## config.mk

```make
export PLATFORM = sky130hd
export DESIGN_NAME = lcd_cmd_sched
export DESIGN_NICKNAME = d
export VERILOG_FILES = /design/src/rtl/lcd_cmd_sched.sv
export SDC_FILE = /design/constraint.sdc
export NUM_CORES = 1
export LEC_CHECK = 0
export CAP_MARGIN = 20
export CORE_MARGIN = 2
export CORE_UTILIZATION = 60
export CTS_BUF_LIST = sky130_fd_sc_hd__clkbuf_8
export CTS_CLUSTER_DIAMETER = 60
export DETAILED_ROUTE_END_ITERATION = 6
export HOLD_SLACK_MARGIN = 0.12
export PLACE_DENSITY = 0.82
export SKIP_CTS_REPAIR_TIMING = 1
export SYNTH_ARGS = -nofsm -noshare
export SYNTH_HDL_FRONTEND = slang
export SYNTH_SLANG_ARGS = --single-unit
```

## constraint.sdc

```tcl
create_clock -name clk -period 4.5 [get_ports clk]
set_clock_uncertainty 0.15 [all_clocks]
set_input_delay 0.9 -clock clk [delete_from_list [all_inputs] [get_ports clk]]
set_output_delay 0.9 -clock clk [all_outputs]
set_load 0.05 [all_outputs]
```

## src/rtl/lcd_cmd_sched.sv

```systemverilog
// Two-requester command scheduler and FIFO feeding the LCD driver over a start/busy handshake.
// Define LCD_SCHED_PRIO_EN for fixed priority (requester 0 wins); default build is round robin.
module lcd_cmd_sched #(
  parameter int DEPTH      = 8,
  parameter int AW         = 3,
  parameter int GAP_CYCLES = 16,
  parameter int BUSY_TO    = 15
) (
  input  logic          clk,
  input  logic          rst,
  input  logic          req0,
  input  logic [23:0]   cmd0,
  output logic          ack0,
  input  logic          req1,
  input  logic [23:0]   cmd1,
  output logic          ack1,
  output logic [7:0]    addr_out,
  output logic [7:0]    ctrl_out,
  output logic [7:0]    data_out,
  output logic          lcd_start,
  input  logic          lcd_busy,
  output logic          fifo_full,
  output logic          fifo_empty,
  output logic [AW:0]   level,
  output logic          to_err
);

  localparam logic [AW:0] FULL_LVL = (AW+1)'(DEPTH);
  localparam logic [7:0]  GAP_L    = 8'(GAP_CYCLES);
  localparam logic [7:0]  BUSY_L   = 8'(BUSY_TO);

  typedef enum logic [2:0] {
    S_IDLE      = 3'd0,
    S_ISSUE     = 3'd1,
    S_WAIT_BUSY = 3'd2,
    S_WAIT_DONE = 3'd3,
    S_GAP       = 3'd4
  } state_t;

  state_t        state_q, state_d;
  logic [23:0]   mem_q [DEPTH];
  logic [AW-1:0] wr_ptr_q, wr_ptr_d;
  logic [AW-1:0] rd_ptr_q, rd_ptr_d;
  logic [AW:0]   level_q, level_d;
  logic          ack0_q, ack0_d;
  logic          ack1_q, ack1_d;
  logic [7:0]    to_cnt_q, to_cnt_d;
  logic [7:0]    gap_cnt_q, gap_cnt_d;
  logic          to_err_q, to_err_d;
  logic [23:0]   out_q, out_d;
  logic          elig0, elig1, grant0, grant1, wr_en, pop, full, empty;
  logic [23:0]   wr_data;

  assign full  = (level_q == FULL_LVL);
  assign empty = (level_q == '0);

  // Write-side arbitration; an ack in flight masks its requester so one command is never written twice.
`ifdef LCD_SCHED_PRIO_EN
  always_comb begin
    elig0  = req0 & ~ack0_q;
    elig1  = req1 & ~ack1_q;
    grant0 = ~full & elig0;
    grant1 = ~full & elig1 & ~elig0;
  end
`else
  logic rr_q, rr_d;

  always_comb begin
    elig0  = req0 & ~ack0_q;
    elig1  = req1 & ~ack1_q;
    grant0 = ~full & elig0 & (~elig1 | ~rr_q);
    grant1 = ~full & elig1 & (~elig0 | rr_q);
    rr_d   = rr_q;
    if (grant0)      rr_d = 1'b1;
    else if (grant1) rr_d = 1'b0;
  end

  always_ff @(posedge clk or posedge rst) begin
    if (rst) rr_q <= 1'b0;
    else     rr_q <= rr_d;
  end
`endif

  always_comb begin
    wr_en    = grant0 | grant1;
    wr_data  = grant1 ? cmd1 : cmd0;
    ack0_d   = grant0;
    ack1_d   = grant1;
    wr_ptr_d = wr_en ? wr_ptr_q + 1'b1 : wr_ptr_q;
    rd_ptr_d = pop ? rd_ptr_q + 1'b1 : rd_ptr_q;
    level_d  = level_q;
    if (wr_en && !pop)      level_d = level_q + 1'b1;
    else if (!wr_en && pop) level_d = level_q - 1'b1;
  end

  // Entry storage carries no reset: level and pointers define which entries are valid.
  always_ff @(posedge clk) begin
    if (wr_en) mem_q[wr_ptr_q] <= wr_data;
  end

  always_ff @(posedge clk or posedge rst) begin
    if (rst) begin
      state_q   <= S_IDLE;
      wr_ptr_q  <= '0;
      rd_ptr_q  <= '0;
      level_q   <= '0;
      ack0_q    <= 1'b0;
      ack1_q    <= 1'b0;
      to_cnt_q  <= '0;
      gap_cnt_q <= '0;
      to_err_q  <= 1'b0;
      out_q     <= '0;
    end else begin
      state_q   <= state_d;
      wr_ptr_q  <= wr_ptr_d;
      rd_ptr_q  <= rd_ptr_d;
      level_q   <= level_d;
      ack0_q    <= ack0_d;
      ack1_q    <= ack1_d;
      to_cnt_q  <= to_cnt_d;
      gap_cnt_q <= gap_cnt_d;
      to_err_q  <= to_err_d;
      out_q     <= out_d;
    end
  end

  always_comb begin
    state_d   = state_q;
    to_cnt_d  = to_cnt_q;
    gap_cnt_d = gap_cnt_q;
    to_err_d  = to_err_q;
    case (state_q)
      S_IDLE: begin
        if (!empty && !lcd_busy) state_d = S_ISSUE;
      end
      S_ISSUE: begin
        to_cnt_d = '0;
        state_d  = S_WAIT_BUSY;
      end
      S_WAIT_BUSY: begin
        if (lcd_busy) begin
          state_d = S_WAIT_DONE;
        end else begin
          to_cnt_d = to_cnt_q + 8'd1;
          if (to_cnt_d == BUSY_L) begin
            to_err_d = 1'b1;
            state_d  = S_GAP;
          end
        end
      end
      S_WAIT_DONE: begin
        if (!lcd_busy) begin
          gap_cnt_d = GAP_L;
          state_d   = S_GAP;
        end
      end
      S_GAP: begin
        if (gap_cnt_q == '0) state_d = S_IDLE;
        else                 gap_cnt_d = gap_cnt_q - 8'd1;
      end
      default: state_d = S_IDLE;
    endcase
  end

  // The head is latched on entry to ISSUE so the outputs are valid alongside lcd_start.
  always_comb begin
    pop       = (state_q == S_ISSUE);
    lcd_start = (state_q == S_ISSUE);
    out_d     = out_q;
    if (state_q == S_IDLE && state_d == S_ISSUE) out_d = mem_q[rd_ptr_q];
  end

  assign ack0       = ack0_q;
  assign ack1       = ack1_q;
  assign addr_out   = out_q[23:16];
  assign ctrl_out   = out_q[15:8];
  assign data_out   = out_q[7:0];
  assign fifo_full  = full;
  assign fifo_empty = empty;
  assign level      = level_q;
  assign to_err     = to_err_q;

endmodule

```

== Word level (Yosys, flattened, before mapping) ==
Memory sizes are Yosys's and may differ from the RTL's. A register that Yosys moved wholly into a read port is not among the register bits.
Cells that the tools add are included.

* Mux-type cells: 18
* Equal/unequal tests: 10
* Reduce and logical (&&, ||, !) cells: 18
* Bitwise gates (word level): 16
* $add $sub $neg: 6

{| class="wikitable"
|+ Operators with widths
! operator !! number
|-
| $pmux W8 S2 || 2
|-
| $mux W24 || 1
|-
| $mux W8 || 3
|-
| $mux W3 || 5
|-
| $pmux W3 S5 || 1
|-
| $add A8 B1 Y8 const B || 1
|-
| $eq A8 B4 Y1 const B || 1
|-
| $logic_not A8 Y1 || 1
|-
| $mux W4 || 2
|-
| $reduce_bool A2 Y1 || 4
|-
| $sub A8 B1 Y8 const B || 1
|-
| $not A1 Y1 || 7
|-
| $add A3 B1 Y3 const B || 2
|-
| $and A1 B1 Y1 || 6
|-
| $eq A3 B1 Y1 const B || 2
|-
| $eq A3 B2 Y1 const B || 2
|-
| $ne A2 B2 Y1 const B || 3
|-
| $reduce_and A3 Y1 || 2
|-
| $add A4 B1 Y4 const B || 1
|-
| $eq A4 B4 Y1 const B || 1
|-
| $logic_and A1 B1 Y1 || 4
|-
| $logic_not A1 Y1 || 4
|-
| $logic_not A4 Y1 || 1
|-
| $mux W1 || 4
|-
| other kinds (5) || 7
|}

* Output and inout bits: 34
* Flip-flop bits (word level): 33
* RAM bits: 192
* Logic and storage cells: 79
* Memories: 1

{| class="wikitable"
|+ Memory list
! name !! words !! width !! read ports !! clocked after memory_dff !! write ports !! RTL line !! RTL
|-
| mem_q || 8 || 24 || 1 || 1 || 1 || 41 || <nowiki>logic [23:0] mem_q [DEPTH];</nowiki>
|}

== Depth between registers and ports, before layout ==
* Depth in word-level cells: 10
* Mapped depth: 9
* Mapped depth without buffers: 9

== Worst setup path after synthesis ==
No wires, ideal clock.

* Kind: register -> register
* From: reg level_q[0], in the netlist level[0]
* To: mem mem_q[4][0] (enable)
* Setup time: 0.435 ns
* Data arrival time: 3.299 ns
* Required time: 3.915 ns
* Slack: 0.616 ns
* Stages on the path, launching flop included: 5
* Cells stage by stage: dfrtp_1 > nor4b_2 > a21oi_1 > nand2_1 > nor3_1

* Longest elaborated chain between the ends: 7
* Elaborated cells between the ends (all ways): 9
* Classes of those cells: eq/ne (1); mux (2); bitwise (6)

{| class="wikitable"
|+ Ends and longest elaborated chain
! item !! RTL line !! RTL
|-
| start: declaration || 44 || <nowiki>logic [AW:0] level_q, level_d;</nowiki>
|-
| start signal: assignment || 117 || <nowiki>level_q <= level_d;</nowiki>
|-
| $eq A4 B4 Y1 * || 54 || <nowiki>assign full = (level_q == FULL_LVL);</nowiki>
|-
| net fifo_full || 22 || <nowiki>output logic fifo_full,</nowiki>
|-
| $not A1 Y1 * || 71, 72 ||
|-
| $and A1 B1 Y1, on equally long branches (2 in series) || 71, 72 ||
|-
| $or A1 B1 Y1 * || 85 || <nowiki>wr_en = grant0 | grant1;</nowiki>
|-
| net wr_en || 51 || <nowiki>logic elig0, elig1, grant0, grant1, wr_en, pop, full, empty;</nowiki>
|-
| $mux W1 * || 98 || <nowiki>if (wr_en) mem_q[wr_ptr_q] <= wr_data;</nowiki>
|-
| $mux W1 (implied by the code) * || 98 ||
|-
| end: declaration || 41 ||
|}

Mark *: on every way through the listed nets, which the timed path passes. The rest lies on a longest branch.

== Worst setup path in the final report ==
* From: reg level_q[0], in the netlist level[0]
* To: out fifo_full

* Longest elaborated chain between the ends: 1

{| class="wikitable"
|+ Ends and longest elaborated chain
! item !! RTL line
|-
| $eq A4 B4 Y1 || 54
|-
| end: declaration || 22
|}

No other way between the ends.

==> metrics.txt <==
share of cells above drive strength 1=22.07%; cells on worst reg2reg path=9; Distinct cells, synth=49; initial antenna violation count=0; Area Growth Syn to Fin=20.15%; Post-Syn Instances=575; hpwl dp=12,470 um; met1 Use GR=32.04%; Hold Path Class=reg2reg; Mapped Nets=638; multi-input combinational cell area=2795 um2; met3 Use GR=4.913%; Max-Slew Margin vs Limit=29.39%; Core Util, Final=73.49%; IO Pins=87; global route hottest layer=met2; biggest area consumer among synthesized cells=edfxtp_1; initial DRC count=386; EDFF count, synth=192; Wirelength per Cell=21.95 um; htree depth=2; Die Y=133.8 um; vias per cell=5.998; area of the core=16,520 um2; sequential share of power=42.5%; synth top area cells=edfxtp_1, dfrtp_1, mux4_2, mux2_2, mux2i_1; max-slew violations=0; logic gate share of total power=35.7%; worst skew pair latency=0.54 ns; Worst Path Max Fanout=6; # diodes=0; Final Cycle Share=79.20%; Via Count=5,668; most frequent cells in the layout=edfxtp_1, clkdlybuf4s50_1, dfrtp_1; Chip Width=133.8 um; final WL=20,740 um; P per Cell Area=694.2 nW/um2; Max clock buf depth=3; sequential cell area=7198 um2; Sw Pwr=2.983 mW; asr flop ratio synth=22.89%; status=finished, final reports clean; # port buffers=86; Startpoint Class=flip-flop; sinks on the clock net=249; commonest non-fill, non-tap cell in the layout=edfxtp_1; worst setup path class=reg2out; Seq cells post-synth=249; Final Hold Fails=0; nets=758; Max Cap Viol=0; Die Area=17,900 um2; Pre-antenna DRT Iters=5; Yosys top cell area share=57.04%; worst slew pin tran=1.059 ns; CTS root buf=clkbuf_8; CP endpoint kind=output pin; RePlAce Congestion=0.7991; first-pass GRT wire length=32,460 um; Crit path required time=3.45 ns; Synth warnings=0; RSZ-0062 raised after global routing=false; Cell Area, Synth=10,110 um2; largest net degree at the start of global routing=51; Sw Share=35.38%; Core Rows=47; sequential share of the synthesized area=71.16%; hold depth=1; setup ws final=0.9362 ns; pre-CTS setup slack=0.9120 ns; CTS buffer count=40; VDD IR-drop max=0.4522 mV; highest clock rate=0.2806 GHz; Clk pin slew, worst setup/hold paths=0.06 ns; final setup vio count=0; setup TNS=0 ns; post-route minimum period=3.564 ns; Fill cells=959; Initial Utilization=61.16%; GRT overflow=0; Synth Area per Inst=17.58 um2; M2 GR Usage=40.20%; Top FF cell, synth=edfxtp_1; worst endpoint data arrival time=2.51 ns; Final ANT Viol Nets=0; total track usage=24.17%; CTS tree=yes; Cell Int Power=5.448 mW; clock network fraction of total power=21.8%; vias in the first global route=6,010; Leak Pwr=4.370 nW; DRC=0
## power groups by stage
stage          combinational, mW  sequential (mW)  clock (mW)
4_1_cts                     2.88             3.71        1.87
3_3_place_gp                2.69             3.76           0
6_report                    3.01             3.59        1.84
3_5_place_dp                2.86             3.74           0
2_1_floorplan               1.74             3.88           0
5_1_grt                     3.24             3.64        1.97
## stage by stage
stage | cell area, um2 | hold slack [ns] | std cells | total power, mW
3_5_place_dp | 11330 | 0.3132 | 871 | 6.602
3_3_place_gp | 11310 | 0.3126 | 870 | 6.448
6_report | 12140 | 0.3258 | 945 | 8.431
5_1_grt | 12140 | 0.3384 | 945 | 8.854
4_1_cts | 12100 | 0.3303 | 943 | 8.459
2_1_floorplan | 10110 | 0.2958 | 575 | 5.620
## cells in the mapped netlist (all sizes together) (6+ instances only)
| cell type | number |
|---|---|
| nand2 | 42 |
| nand3 | 7 |
| clkbuf | 16 |
| buf | 10 |
| nand2b | 6 |
| ha | 9 |
| dfrtp | 57 |
| mux2i | 26 |
| xnor2 | 6 |
| nor2 | 17 |
| edfxtp | 192 |
| o21ai | 41 |
| a21oi | 7 |
| inv | 11 |
| mux4 | 48 |
| mux2 | 27 |
## layer usage
| metal | up-vias | wire [um] |
|---|---|---|
| li1 | 2504 | - |
| met1 | 2897 | 8490 |
| met2 | 226 | 10600 |
| met3 | 41 | 1150 |
| met4 | 0 | 505 |
| met5 | - | 0 |
## final timing paths
check                      startpoint  slack (ns)           end
hold / removal                 to_err        0.33        to_err
max in group asynchronous         rst        2.88   rd_ptr_q[0]
setup reg to reg             level[0]        1.53      level[3]
setup / recovery             level[0]        0.94     fifo_full
hold reg to reg                to_err        0.33        to_err
min in group asynchronous         rst        0.52  gap_cnt_q[1]
## registers in the layout, summed over array words and instances, names as in the netlist
| name | flops |
|---|---|
| ack1 | 1 |
| out_q | 24 |
| to_cnt_q | 8 |
| state_q | 3 |
| gap_cnt_q | 8 |
| level | 4 |
| rd_ptr_q | 3 |
| wr_ptr_q | 3 |
| mem_q | 192 |
| ack0 | 1 |
| rr_q | 1 |
| to_err | 1 |
## cells by family after synthesis
kind of cell / Yosys count / share of synthesized area [%]
AOI/OAI and AO/OA: 70 / 4.060
xor gates and xnor gates: 9 / 0.7799
adders and majority gates: 10 / 1.312
buffers and inverters: 37 / 1.560
DFF: 249 / 71.16
muxes: 101 / 16.28
and+or+nand+nor: 99 / 4.853
## area by class of cell
class,count,share of cell area [%]
Clock buffer,45,5.100
Clock inverter,27,1.226
Inverter,11,0.3400
Multi-Input combinational cell,289,23.02
Sequential cell,249,59.27
Tap cell,220,2.267
Timing Repair Buffer,104,8.778
## worst max-delay path, stage by stage (launching register included)
cell and delay, ns:
dfrtp_1 0.47, nor4b_2 0.61, clkdlybuf4s50_1 0.92
Power figures use the tool's default switching activity.
